`src/rtl/interboard_tx_scheduler.sv`:
```
// rtl/interboard_tx_scheduler.sv - Request/Ack interboard transmit sequencer; build option INTERBOARD_PARITY_EN
module interboard_tx_scheduler #(
    parameter int         FIFO_DEPTH  = 4,
    parameter int         TIMEOUT_CYC = 65535,
    parameter logic [3:0] RST_TYPE    = 4'hF
) (
    input  logic       clk,
    input  logic       rst,
    input  logic       ctrl_en,
    input  logic       ctrl_move_dir,
    input  logic [4:0] ctrl_block_x,
    input  logic [2:0] ctrl_block_y,
    input  logic [3:0] ctrl_msg_type,
    input  logic [5:0] ctrl_card,
    input  logic [2:0] ctrl_sel_len,
    input  logic       rst_bcast_req,
    input  logic       ack_in,
    output logic       req_out,
    output logic [5:0] data_out,
    output logic       data_oe,
    output logic       busy,
    output logic       fifo_full,
    output logic       overflow,
    output logic       timeout_err
);

    localparam int AW = $clog2(FIFO_DEPTH);
`ifdef INTERBOARD_PARITY_EN
    localparam int NF = 5;
`else
    localparam int NF = 4;
`endif
    localparam int SW = 6 * NF;
    localparam int TW = $clog2(TIMEOUT_CYC + 1);

    localparam logic [23:0] BCAST_PAYLOAD = {2'b00, 1'b0, 5'd0, 3'd0, RST_TYPE, 6'd0, 3'd0};

    typedef enum logic [2:0] {
        S_IDLE,
        S_LOAD,
        S_SETUP,
        S_WAIT_HI,
        S_WAIT_LO
    } state_t;

    state_t        state_q, state_d;
    logic [21:0]   mem_q [FIFO_DEPTH];
    logic [AW-1:0] wr_ptr_q, wr_ptr_d, rd_ptr_q, rd_ptr_d;
    logic [AW:0]   count_q, count_d;
    logic          bcast_pend_q, bcast_pend_d;
    logic          bcast_sel_q, bcast_sel_d;
    logic [SW-1:0] shreg_q, shreg_d;
    logic [2:0]    frame_q, frame_d;
    logic [TW-1:0] tmo_q, tmo_d;
    logic          overflow_q, overflow_d;
    logic          timeout_err_q, timeout_err_d;
    logic          ack_s1_q, ack_s2_q;
    logic          push_en, pop_en, flush;
    logic [23:0]   payload;
    logic          ack_sync;

    assign ack_sync    = ack_s2_q;
    assign fifo_full   = (count_q == (AW+1)'(FIFO_DEPTH));
    assign req_out     = (state_q == S_WAIT_HI);
    assign data_oe     = (state_q != S_IDLE);
    assign busy        = (state_q != S_IDLE);
    assign overflow    = overflow_q;
    assign timeout_err = timeout_err_q;
    assign data_out    = (state_q == S_SETUP || state_q == S_WAIT_HI || state_q == S_WAIT_LO)
                         ? shreg_q[SW-1 -: 6] : 6'd0;

    // Next-state logic: arbitration, queue bookkeeping, frame handshake and timeouts
    always_comb begin
        state_d       = state_q;
        wr_ptr_d      = wr_ptr_q;
        rd_ptr_d      = rd_ptr_q;
        count_d       = count_q;
        bcast_pend_d  = bcast_pend_q | rst_bcast_req;
        bcast_sel_d   = bcast_sel_q;
        shreg_d       = shreg_q;
        frame_d       = frame_q;
        tmo_d         = tmo_q;
        overflow_d    = ctrl_en && fifo_full;
        timeout_err_d = 1'b0;
        push_en       = ctrl_en && !fifo_full;
        pop_en        = 1'b0;
        flush         = 1'b0;
        payload       = 24'h0;
        case (state_q)
            S_IDLE: begin
                if (bcast_pend_q) begin
                    // Broadcast supersedes everything queued, including this cycle's ctrl_en
                    flush        = 1'b1;
                    bcast_pend_d = 1'b0;
                    bcast_sel_d  = 1'b1;
                    state_d      = S_LOAD;
                end else if (count_q != '0 || ctrl_en) begin
                    bcast_sel_d = 1'b0;
                    state_d     = S_LOAD;
                end
            end
            S_LOAD: begin
                payload = bcast_sel_q ? BCAST_PAYLOAD : {2'b00, mem_q[rd_ptr_q]};
                pop_en  = !bcast_sel_q;
`ifdef INTERBOARD_PARITY_EN
                shreg_d = {payload, payload[23:18] ^ payload[17:12] ^ payload[11:6] ^ payload[5:0]};
`else
                shreg_d = payload;
`endif
                frame_d = 3'd0;
                state_d = S_SETUP;
            end
            S_SETUP: begin
                tmo_d   = '0;
                state_d = S_WAIT_HI;
            end
            S_WAIT_HI: begin
                if (ack_sync) begin
                    tmo_d   = '0;
                    state_d = S_WAIT_LO;
                end else if (tmo_q == TW'(TIMEOUT_CYC - 1)) begin
                    timeout_err_d = 1'b1;
                    state_d       = S_IDLE;
                end else begin
                    tmo_d = tmo_q + TW'(1);
                end
            end
            S_WAIT_LO: begin
                if (!ack_sync) begin
                    if (frame_q == 3'(NF - 1)) begin
                        state_d = S_IDLE;
                    end else begin
                        shreg_d = shreg_q << 6;
                        frame_d = frame_q + 3'd1;
                        state_d = S_SETUP;
                    end
                end else if (tmo_q == TW'(TIMEOUT_CYC - 1)) begin
                    timeout_err_d = 1'b1;
                    state_d       = S_IDLE;
                end else begin
                    tmo_d = tmo_q + TW'(1);
                end
            end
            default: state_d = S_IDLE;
        endcase
        if (flush) begin
            push_en  = 1'b0;
            wr_ptr_d = '0;
            rd_ptr_d = '0;
            count_d  = '0;
        end else begin
            if (push_en) wr_ptr_d = wr_ptr_q + AW'(1);
            if (pop_en)  rd_ptr_d = rd_ptr_q + AW'(1);
            count_d = count_q + (AW+1)'(push_en) - (AW+1)'(pop_en);
        end
    end

    // Message storage; contents need no reset since count gates every read
    always_ff @(posedge clk) begin
        if (push_en) begin
            mem_q[wr_ptr_q] <= {ctrl_move_dir, ctrl_block_x, ctrl_block_y,
                                ctrl_msg_type, ctrl_card, ctrl_sel_len};
        end
    end

    // State, queue pointers, shifter, counters and the Ack synchronizer
    always_ff @(posedge clk) begin
        if (rst) begin
            state_q       <= S_IDLE;
            wr_ptr_q      <= '0;
            rd_ptr_q      <= '0;
            count_q       <= '0;
            bcast_pend_q  <= 1'b0;
            bcast_sel_q   <= 1'b0;
            shreg_q       <= '0;
            frame_q       <= 3'd0;
            tmo_q         <= '0;
            overflow_q    <= 1'b0;
            timeout_err_q <= 1'b0;
            ack_s1_q      <= 1'b0;
            ack_s2_q      <= 1'b0;
        end else begin
            state_q       <= state_d;
            wr_ptr_q      <= wr_ptr_d;
            rd_ptr_q      <= rd_ptr_d;
            count_q       <= count_d;
            bcast_pend_q  <= bcast_pend_d;
            bcast_sel_q   <= bcast_sel_d;
            shreg_q       <= shreg_d;
            frame_q       <= frame_d;
            tmo_q         <= tmo_d;
            overflow_q    <= overflow_d;
            timeout_err_q <= timeout_err_d;
            ack_s1_q      <= ack_in;
            ack_s2_q      <= ack_s1_q;
        end
    end

endmodule

```
`config.mk`:
```
export PLATFORM = sky130hd
export DESIGN_NAME = interboard_tx_scheduler
export DESIGN_NICKNAME = d
export VERILOG_FILES = /design/src/rtl/interboard_tx_scheduler.sv
export SDC_FILE = /design/constraint.sdc
export NUM_CORES = 1
export LEC_CHECK = 0
export BUFFER_PORTS_ARGS = -buffer_cell sky130_fd_sc_hd__clkbuf_2
export CELL_PAD_IN_SITES_DETAIL_PLACEMENT = 0
export CELL_PAD_IN_SITES_GLOBAL_PLACEMENT = 1
export CORE_UTILIZATION = 50
export CTS_BUF_LIST = sky130_fd_sc_hd__clkbuf_16
export CTS_CLUSTER_SIZE = 25
export DETAILED_ROUTE_END_ITERATION = 8
export GPL_ROUTABILITY_DRIVEN = 0
export PLACE_DENSITY = 0.91
export SYNTH_ARGS = -nofsm -noshare
export SYNTH_HDL_FRONTEND = slang
export SYNTH_SLANG_ARGS = --single-unit
```
`constraint.sdc`:
```
create_clock -name clk -period 2.9 [get_ports clk]
set_clock_uncertainty 0.05 [all_clocks]
set_input_delay 0.58 -clock clk [delete_from_list [all_inputs] [get_ports clk]]
set_output_delay 0.58 -clock clk [all_outputs]
set_load 0.03 [all_outputs]
```
==> metrics.md <==
| Metric | Value |
|---|---|
| Layout Nets | about 540 |
| CP Max Fanout | 12 |
| Comb power frac | 0.149 |
| Leak | between 2 and 2.5 nW |
| Routed via count | 3896 |
| Final ANT Viol Nets | 0 |
| Drt initial violations | ~310 |
| Int Pwr | just over 0.004 W |
| DRT Pass-1 Iters | 5 |
| Setup CP Type | flip-flop to primary output |
| Number of flops mapped to enable cells by yosys | 88 |
| Largest net degree at the start of global routing | 40 |
| Mapped Cells | roughly 450 |
| RSZ-0062 raised after global routing | no |
| Input/output buffers | 38 |
| Core area | between 10000 and 15000 µm² |
| Initial antenna violation count | 0 |
| CTS Root Cell | clkbuf_16 |
| Maximum vdd drop | approximately 0.00051 V |
| IO Pins | 39 |
| CP arrival | between 2000 and 2500 ps |
| Fin crit period | 2675 ps |
| WL met2 | 6409 µm |
| Vias in the first global route | ~4000 |
| Slew HR | 0.4381 |
| Row cnt | 39 |
| Final WL | around 12000 µm |
| Required time worst endpoint | 2270 ps |
| Uppermost layer routed | met4 |
| Synth warnings | 0 |
| Starting density of the core | 0.5235 |
| Max Cap Viol | 0 |
| Synthesized cell area | around 6100 µm² |
| Post-Place Setup Slack | around 380 ps |
| Mean Syn Cell Area | ~13 µm² |
| Total grt overflow | 0 |
| Die ar. | approximately 13000 µm² |
| Area grow syn2layout | 15.51% |
| Drt wl/cell | 17.97 µm |
| FFs w/ async S/R, synth | 0 |
| Seq/Total Area, Yosys | 0.6328 |
| Tightest Pin Transition | 836.5 ps |
| Number of CTS-inserted buffers | 17 |
| Die Span X | around 110 µm |
| Hold_sp | rst_bcast_req |
| GRT Util Overall | 0.2018 |
| CTS tree | yes |
| Most used DFF post-synth | edfxtp_1 |
| Final setup vio count | 0 |
| Setup_tns | 0 ps |
| CTS Buffer Depth | 2 |
| Yosys cell types | 58 |
| Syn Nets | a little under 500 |
| Status | finished, final reports clean |
| M1 wire length | roughly 4600 µm |
| Share of the synthesized area in the top cell type | 0.4328 |
| FF-to-FF Start | state_q[0] |
| Fin util | 0.6048 |
| Crit path from | state_q[1] |
| Final HPWL DP | 7373 µm |
| Worst-skew pair later-pin latency | roughly 430 ps |
| Pwr/cell area | roughly 800 nW/µm² |
| H-tree levels | 4 |
| Count of final max-slew check failures | 0 |
| Final Non-Filler Cells | roughly 650 |
| Layout cells sized above 1 | 0.2196 |
| Yosys top cell by area | edfxtp_1 |
| Net Switching | between 0.0015 and 0.002 W |
| Sequential share of power | 0.456 |
| Startpoint Class | flip-flop |
| First-pass GRT wire length | a little under 20000 µm |
| Tcrit/Tclk final | 0.9225 |
| Hold buffer count at cts | 0 |
| Fillers | ~870 |
| CP Capture Type | primary output |
| Die Ht | 112.5 µm |
| DRC Markers | 0 |
| Seq cells post-synth | ~150 |
| Clk sink count | 149 |
| Switching Fraction | 0.2691 |
| Post-Place Cells | between 600 and 700 |
| Post-CTS Setup Bufs | 0 |
| Cts repair resizes | 0 |
| Worst hold-check path type | input pin to flip-flop |
| Sequential cell area | between 3000 and 4000 µm² |
| Met3 wire length | about 550 µm |
| F_max | approximately 0.37 GHz |
| Hold Fails Final Rpt | 0 |
| Clock Pin Slew Worst Setup and Hold Paths | around 60 ps |
| Antenna Cells | 0 |
| Clk pwr share | 0.395 |
| PnR worst setup slack | between 200 and 250 ps |
| Multi-input logic area | about 2100 µm² |
| DR vias/cell | 5.966 |
| Top area cells in the synthesized netlist | edfxtp_1 (43%), dfxtp_1 (20%), mux4_2 (8.1%) |
metal layers:
layer  vias up  track usage
met2       106       0.3673
met4         0      0.07644
li1       1829            -
met5         -            0
met3        18      0.04482
met1      1943       0.2323
path summary, 6_finish.rpt:
path / endpoint / slack (ps) / cells past startpoint
hold / removal: bcast_pend_q / 310 / 3
setup / recovery: data_out[4] / 220 / 4
setup reg to reg: count_q[2] / 390 / 8
hold reg to reg: ack_s2_q / 390 / 1
metrics by stage:
step | hold WS (ps) | cell area [µm²] | power (W)
final | 313.6 | 7053 | 0.005651
after global routing | 322.1 | 7053 | 0.005893
after CTS | 311.7 | 7053 | 0.005708
after detailed placement | 384.4 | 6444 | 0.003465
after global placement | 381.4 | 6444 | 0.003426
after floorplan | 363.8 | 6106 | 0.003233
cell usage in the layout, fill, tap and decap left out, types with 3 or more instances in the layout:
cell type and instances:
edfxtp_1 88, dfxtp_1 61, clkbuf_2 38, nor2_1 32, nand2_1 29, a21oi_1 27, mux4_2 22, nor3_1 19
inv_1 18, clkbuf_16 17, nand3_1 14, a221oi_1 12, buf_4 11, nor2b_1 10, ha_1 10, or4_1 9
o31ai_1 7, mux2i_1 6, and2_1 5, nand2b_1 5, inv_6 5, nand4_1 4, o21ai_0 4, xnor2_1 4
o221ai_1 4, a22oi_1 3, inv_8 3
kinds of logic (layout without fill, tap and decap cells):
group,count (synthesis),after routing,synth area share
DFF,149,149,0.6328
and+or+nand+nor,148,148,0.1377
buffers and inverters,42,99,0.02971
adders and majority gates,11,11,0.02377
xor gates and xnor gates,5,5,0.007172
muxes,28,28,0.09098
AOI/OAI and AO/OA,70,70,0.07787
flip-flops by register name, summed over array words and instances (netlist names), named ones only:
name / cells
ack_s2_q: 1
state_q: 3
rd_ptr_q: 2
wr_ptr_q: 2
tmo_q: 16
count_q: 3
shreg_q: 24
bcast_pend_q: 1
frame_q: 3
bcast_sel_q: 1
mem_q: 88
overflow: 1
timeout_err: 1
ack_s1_q: 1
worst max-delay path: stages (launching register included):
cell and delay [ps]:
dfxtp_1 530, nor2b_1 440, nor2_1 220, nor2b_1 210
clkbuf_2 240
layout make-up:
| class | instances | share of cell area |
|---|---|---|
| Timing Repair Buffer | 49 | 0.03867 |
| Tap cell | 143 | 0.02537 |
| Multi-Input combinational cell | 262 | 0.2922 |
| Inverter | 18 | 0.009580 |
| Clock buffer | 17 | 0.06032 |
| Sequential cell | 149 | 0.5478 |
| Clock inverter | 15 | 0.02608 |
synthesized netlist by cell type (all sizes together) (4+ instances only):
cell type and instances:
nand2 29, dfxtp 61, a21oi 27, clkbuf 12, a221oi 12, and2 5
nor2 32, buf 12, ha 10, xnor2 4, nand2b 5, nand4 6
nand3 15, o21ai 6, nor3 19, nor2b 10, inv 18, o221ai 4
o31ai 7, mux2i 6, edfxtp 88, mux4 22, or4 10
power by group through the flow:
stage | combinational [W] | clock [W] | sequential, W
global route | 0.000932 | 0.00236 | 0.00260
global placement | 0.000825 | 0 | 0.00260
detailed placement | 0.000844 | 0 | 0.00262
finish | 0.000842 | 0.00223 | 0.00258
floorplan | 0.000651 | 0 | 0.00258
CTS | 0.000855 | 0.00227 | 0.00258
(Power assumes the default switching activity.)
